### config.mk
export PLATFORM = sky130hd
export DESIGN_NAME = comp_acc_bank
export DESIGN_NICKNAME = d
export VERILOG_FILES = /design/src/rtl/comp_acc_pkg.sv /design/src/rtl/comp_sat_add.sv /design/src/rtl/comp_acc_bank.sv
export SDC_FILE = /design/constraint.sdc
export NUM_CORES = 1
export LEC_CHECK = 0
export BUFFER_PORTS_ARGS = -buffer_cell sky130_fd_sc_hd__buf_2
export CORE_UTILIZATION = 60
export CTS_BUF_LIST = sky130_fd_sc_hd__clkbuf_2 sky130_fd_sc_hd__clkbuf_4 sky130_fd_sc_hd__clkbuf_8
export DETAILED_ROUTE_END_ITERATION = 16
export GPL_ROUTABILITY_DRIVEN = 1
export GPL_TIMING_DRIVEN = 0
export PLACE_DENSITY = 0.91
export SYNTH_ARGS = -nofsm -noshare
export SYNTH_HDL_FRONTEND = slang
export SYNTH_SLANG_ARGS = --single-unit
### constraint.sdc
create_clock -name clk -period 13.7 [get_ports clk]
set_clock_uncertainty 0.2 [all_clocks]
set_input_delay 1.37 -clock clk [delete_from_list [all_inputs] [get_ports clk]]
set_output_delay 1.37 -clock clk [all_outputs]
set_load 0.02 [all_outputs]
### src/rtl/comp_acc_pkg.sv
// Shared types and default widths for the compensation accumulation path.
package comp_acc_pkg;

  localparam int unsigned CMP_IN_WIDTH   = 13;
  localparam int unsigned CMP_ACC_WIDTH  = 17;
  localparam int unsigned CMP_DEPTH      = 8;
  localparam int unsigned CMP_PASS_WIDTH = 4;

  typedef enum logic [1:0] {
    IDLE  = 2'd0,
    ACCUM = 2'd1,
    DRAIN = 2'd2
  } acc_state_e;

endpackage

### src/rtl/comp_sat_add.sv
// Combinational sign-extend, add and clamp of a compensation sum into an entry.
module comp_sat_add
  import comp_acc_pkg::*;
#(
  parameter int unsigned IN_WIDTH  = CMP_IN_WIDTH,
  parameter int unsigned ACC_WIDTH = CMP_ACC_WIDTH
) (
  input  logic [ACC_WIDTH-1:0] acc,
  input  logic [IN_WIDTH-1:0]  data,
  output logic [ACC_WIDTH-1:0] sum,
  output logic                 overflow
);

  // One guard bit above the accumulator is enough to detect any overflow.
  localparam int unsigned SUM_WIDTH = ACC_WIDTH + 1;
  localparam logic [ACC_WIDTH-1:0] ACC_MAX = {1'b0, {(ACC_WIDTH-1){1'b1}}};
  localparam logic [ACC_WIDTH-1:0] ACC_MIN = {1'b1, {(ACC_WIDTH-1){1'b0}}};

  logic signed [ACC_WIDTH-1:0] acc_s;
  logic signed [IN_WIDTH-1:0]  data_s;
  logic signed [SUM_WIDTH-1:0] acc_ext;
  logic signed [SUM_WIDTH-1:0] data_ext;
  logic signed [SUM_WIDTH-1:0] raw;

  // Widen both operands, add, and clamp when the guard bit disagrees with the sign.
  always_comb begin
    acc_s    = acc;
    data_s   = data;
    acc_ext  = SUM_WIDTH'(acc_s);
    data_ext = SUM_WIDTH'(data_s);
    raw      = acc_ext + data_ext;
    overflow = raw[SUM_WIDTH-1] ^ raw[SUM_WIDTH-2];
    sum      = raw[ACC_WIDTH-1:0];
    if (overflow) begin
      sum = raw[SUM_WIDTH-1] ? ACC_MIN : ACC_MAX;
    end
  end

endmodule

### src/rtl/comp_acc_bank.sv
// Per-column compensation partial-sum bank: multi-pass saturating accumulate,
// then in-order drain over a valid/ready stream.
module comp_acc_bank
  import comp_acc_pkg::*;
#(
  parameter int unsigned IN_WIDTH   = CMP_IN_WIDTH,
  parameter int unsigned ACC_WIDTH  = CMP_ACC_WIDTH,
  parameter int unsigned DEPTH      = CMP_DEPTH,
  parameter int unsigned PASS_WIDTH = CMP_PASS_WIDTH
) (
  input  logic                  clk,
  input  logic                  rst,
  input  logic                  cfg_start,
  input  logic [PASS_WIDTH-1:0] cfg_passes,
  input  logic                  in_valid,
  output logic                  in_ready,
  input  logic [IN_WIDTH-1:0]   in_data,
  output logic                  out_valid,
  input  logic                  out_ready,
  output logic [ACC_WIDTH-1:0]  out_data,
  output logic                  out_last,
  output logic                  busy,
  output logic                  sat_flag
);

  localparam int unsigned IDX_WIDTH = (DEPTH > 1) ? $clog2(DEPTH) : 1;
  localparam logic [IDX_WIDTH-1:0] IDX_LAST = IDX_WIDTH'(DEPTH - 1);

  acc_state_e state;
  acc_state_e state_next;

  logic [IDX_WIDTH-1:0]  idx;
  logic [PASS_WIDTH-1:0] pass;
  logic [PASS_WIDTH-1:0] passes_q;
  logic                  sat_q;
  logic [ACC_WIDTH-1:0]  entry [DEPTH];

  logic                  start_ok;
  logic                  in_fire;
  logic                  out_fire;
  logic                  idx_wrap;
  logic                  last_pass;
  logic                  accum_done;
  logic                  drain_done;
  logic [ACC_WIDTH-1:0]  add_base;
  logic [ACC_WIDTH-1:0]  add_sum;
  logic                  add_ovf;

  // Handshake and sequencing qualifiers shared by the FSM and datapath.
  always_comb begin
    start_ok   = cfg_start && (state == IDLE);
    in_fire    = in_valid && in_ready;
    out_fire   = out_valid && out_ready;
    idx_wrap   = (idx == IDX_LAST);
    last_pass  = (pass == (passes_q - PASS_WIDTH'(1)));
    accum_done = in_fire && idx_wrap && last_pass;
    drain_done = out_fire && idx_wrap;
    // First pass overwrites stale contents instead of adding to them.
    add_base   = (pass == '0) ? '0 : entry[idx];
  end

  comp_sat_add #(
    .IN_WIDTH  (IN_WIDTH),
    .ACC_WIDTH (ACC_WIDTH)
  ) u_sat_add (
    .acc      (add_base),
    .data     (in_data),
    .sum      (add_sum),
    .overflow (add_ovf)
  );

  // State register.
  always_ff @(posedge clk) begin
    if (rst) begin
      state <= IDLE;
    end else begin
      state <= state_next;
    end
  end

  // Next-state logic.
  always_comb begin
    state_next = state;
    case (state)
      IDLE:    if (cfg_start)  state_next = ACCUM;
      ACCUM:   if (accum_done) state_next = DRAIN;
      DRAIN:   if (drain_done) state_next = IDLE;
      default: state_next = IDLE;
    endcase
  end

  // Output decode; drain data comes straight from the entry selected by idx.
  always_comb begin
    in_ready  = 1'b0;
    out_valid = 1'b0;
    out_last  = 1'b0;
    busy      = 1'b0;
    out_data  = entry[idx];
    sat_flag  = sat_q;
    case (state)
      ACCUM: begin
        in_ready = 1'b1;
        busy     = 1'b1;
      end
      DRAIN: begin
        out_valid = 1'b1;
        out_last  = idx_wrap;
        busy      = 1'b1;
      end
      default: ;
    endcase
  end

  // Column index, pass counter, pass target and sticky saturation flag.
  always_ff @(posedge clk) begin
    if (rst) begin
      idx      <= '0;
      pass     <= '0;
      passes_q <= PASS_WIDTH'(1);
      sat_q    <= 1'b0;
    end else if (start_ok) begin
      idx      <= '0;
      pass     <= '0;
      passes_q <= (cfg_passes == '0) ? PASS_WIDTH'(1) : cfg_passes;
      sat_q    <= 1'b0;
    end else if (in_fire) begin
      if (add_ovf) begin
        sat_q <= 1'b1;
      end
      if (idx_wrap) begin
        idx  <= '0;
        pass <= pass + PASS_WIDTH'(1);
      end else begin
        idx <= idx + IDX_WIDTH'(1);
      end
    end else if (out_fire) begin
      idx <= idx_wrap ? '0 : idx + IDX_WIDTH'(1);
    end
  end

  // Entry storage: cleared by reset, written at idx on each accepted input beat.
  always_ff @(posedge clk) begin
    if (rst) begin
      for (int unsigned i = 0; i < DEPTH; i++) begin
        entry[i] <= '0;
      end
    end else if (in_fire) begin
      entry[idx] <= add_sum;
    end
  end

endmodule
==> run_results.csv <==
group,metric,value,unit
cells_and_area,nFillCells,832,
logic_synthesis,netlist_instances,624,
global_routing,track_usage,0.297,
cts,cts_setup_buffers,0,
global_routing,use_met1,0.361,
logic_synthesis,syn_area_per_cell,12.7,sq um
die,die_x,117,um
critical_path,start_kind,"flop",
cells_and_area,antenna_cells,0,
power_and_ir_drop,p_leak,3.19,nW
min_path,hp-class,"reg2reg",
cts,path_clk_slew,80,ps
logic_synthesis,ys_ff_latch,153,
timing,worst_pin_slew,1020,ps
flow_run,max_cap_viol_count,0,
global_routing,top_usage_layer,"met2",
critical_path,cpPeakStageDelay,720,ps
critical_path,critPathArrivalTime,5830,ps
cts,ctsResizeCount,0,
critical_path,cp_cell_sequence,"clkbuf_1 -> buf_1 -> mux4_2 -> mux2_2 -> nor2b_1 -> ha_1 -> a21oi_1 -> o21ai_0 -> a211oi_1 -> nand2_1 -> a31oi_1 -> buf_4 -> maj3_1 -> nor2_1",
cells_and_area,area_growth,10.2,%
logic_synthesis,yosys-top-cells-area,"edfxtp_1 51%, mux4_2 9.6%, nor2_1 6.3%",
global_routing,grt_overflow_total,0,
cts,cts_hold_buf,0,
die,placementRows,41,
routing,drc,0,
logic_synthesis,synth_cell_types,61,
global_routing,grt_max_degree,18,
die,dieHeight,117,um
routing,wl_per_cell,21.7,um
cts,cts_buffers,17,
timing,rsz0062_at_grt,"false",
routing,drtAntennaViolNets,0,
logic_synthesis,synth-async-reset-ratio,0,
power_and_ir_drop,p_comb_frac,0.185,
die,start_util,0.622,
power_and_ir_drop,p_sw_frac,0.282,
critical_path,cp.required,13690,ps
timing,fin_crit,5840,ps
logic_synthesis,synth_top_area_cell,"edfxtp_1",
logic_synthesis,synth_top_area_share,0.514,
cts,cts-root-buf,"clkbuf_8",
cells_and_area,drive_gt1_frac,0.225,
logic_synthesis,synth_edf_count,136,
placed_design,gp_congestion,0.943,
logic_synthesis,synth_ff_type,"edfxtp_1",
timing,slew_headroom,0.319,
routing,post_drt_via_cell_ratio,6.52,
logic_synthesis,yosysWarningCount,0,
cts,clock_latency,460,ps
global_routing,grt_pass1_wl,29100,um
timing,hold_viol,0,
critical_path,critPathMaxFanout,10,
placed_design,io_buffers,42,
power_and_ir_drop,p_clk_frac,0.313,
routing,wl,18900,um
global_routing,grt_pass1_vias,5637,
power_and_ir_drop,power_frac_seq,0.502,
die,coreArea,12800,sq um
timing,slew_viol_final,0,
routing,drt_iter0_markers,726,
global_routing,gr-usage-met3,0.0808,
logic_synthesis,seq_area_frac_synth,0.557,
logic_synthesis,synth_area,7950,sq um
critical_path,cp_slowest_cell,"buf_1",
critical_path,crit_path_end_kind,"flop",
timing,finalCritPeriodShare,0.426,
power_and_ir_drop,powerDensity,123,nW/um^2
cts,cts_buffer_depth,2,
power_and_ir_drop,power.switching,0.304,mW
timing,finalSetupTns,0,ps
timing,fmax,0.171,GHz
timing,setup_violations,0,
die,io_pins,44,
critical_path,critPathKind,"reg2reg",
placed_design,place_area,8370,sq um
outcome,status,"finished, final reports clean",
cells_and_area,nNetsFinal,734,
placed_design,hpwl,13200,um
cts,cts_max_level,4,
die,floorplan.die_area,13700,sq um
routing,vias,5672,
global_routing,antenna_found_initial,0,
power_and_ir_drop,vdd_drop_max,0.121,mV
power_and_ir_drop,intPower,0.776,mW
cts,cts_tree,"yes",
logic_synthesis,synthesis.nets,673,
global_routing,met2_usage,0.491,
cts,clock-sinks,153,
cells_and_area,design_area,8760,sq um
routing,drtPass1Iterations,6,
[critical path: cells and delay by family, from the launching register on]
| kind | cells | cell delay (ps) |
|---|---|---|
| DFF | 1 | 320 |
| adders and majority gates | 2 | 860 |
| AOI/OAI and AO/OA | 4 | 1450 |
| buffers and inverters | 3 | 1410 |
| and+or+nand+nor | 3 | 370 |
| muxes | 2 | 960 |
[synth_stat cells, types with 10 or more instances]
cell type	count
nor2_1	133
dfxtp_1	17
inv_1	10
mux2_2	17
xnor2_1	14
a21oi_1	20
ha_1	26
edfxtp_1	136
nor3_1	24
clkbuf_1	19
nand2_1	25
mux4_2	34
nor2b_1	21
o21ai_0	12
[registers in the layout (all words and copies together), names as in the netlist, named ones only]
register	flops
entry	136
idx	3
pass	4
passes_q	4
sat_flag	1
state	2
[metrics by stage]
| stage | cells | hold slack, ps | setup slack, ps | total power, mW | util |
|---|---|---|---|---|---|
| final | 870 | 279 | 7860 | 1.08 | 0.686 |
| after global routing | 870 | 300 | 7520 | 1.11 | 0.686 |
| after CTS | 870 | 278 | 7920 | 1.08 | 0.686 |
| after detailed placement | 838 | 263 | 7950 | 0.749 | 0.656 |
| after global placement | 838 | 263 | 8190 | 0.739 | 0.656 |
| after floorplan | 624 | 248 | 8940 | 0.694 | - |
[path summary, 6_finish.rpt]
check / from / to / slack (ps) / cells past startpoint
setup / recovery: flop / entry[5][1] / 7860 / 14
hold / removal: passes_q[3] / passes_q[3] / 280 / 2
setup reg to reg: flop / entry[5][1] / 7860 / 14
hold reg to reg: passes_q[3] / passes_q[3] / 280 / 2
[layout make-up]
class | instances | area (sq um) | share of cell area
flip-flops and latches | 153 | 4420 | 0.505
multi-input cells | 435 | 3370 | 0.385
clock buffers | 17 | 234 | 0.0267
well taps | 172 | 215 | 0.0246
repair buffers | 42 | 210 | 0.0240
clock inverters | 15 | 153 | 0.0174
plain buffers | 26 | 114 | 0.0130
inverters | 10 | 37.5 | 0.00428
[power groups by stage]
stage               sequential [mW]  clock (mW)  combinational (mW)
floorplan                     0.548           0               0.146
global placement              0.549           0               0.190
detailed placement            0.552           0               0.197
CTS                           0.542       0.337               0.199
global route                  0.544       0.354               0.216
finish                        0.542       0.337               0.200
[metal layers]
metal  vias up  part of all wire
li1       2456                 -
met5         -                 0
met1      2767              0.36
met2       388              0.51
met3        61             0.092
met4         0             0.038
[logic make-up (layout without fill, tap and decap cells)]
family	Yosys count	count (layout)	share of synthesized area
AND/OR/NAND/NOR	242	242	0.136
flip-flops	153	153	0.557
AO/OA/AOI/OAI	80	80	0.0795
multiplexers	56	56	0.127
adder cells (fa/ha/maj)	37	37	0.0598
buffers and inverters	36	110	0.0190
XOR/XNOR	20	20	0.0220
[layout by cell type, fill, tap and decap left out, types with 4 or more instances in the layout]
cell type / instances
mux2i_1: 5
buf_2: 46
ha_1: 26
xor2_1: 6
clkbuf_1: 19
xnor2_1: 14
mux4_2: 34
inv_1: 10
nor3_1: 24
nand2b_1: 9
a21o_1: 4
clkbuf_8: 17
clkinvlp_4: 4
maj3_4: 8
dfxtp_1: 17
o21ai_0: 12
o21a_1: 4
nand2_1: 25
nor2_2: 9
nand3_1: 9
edfxtp_1: 136
a211oi_1: 6
nor2_1: 133
and2_1: 4
a21oi_1: 20
nor2b_1: 21
mux2_2: 17
No activity file was read; power rests on OpenSTA's default activity.
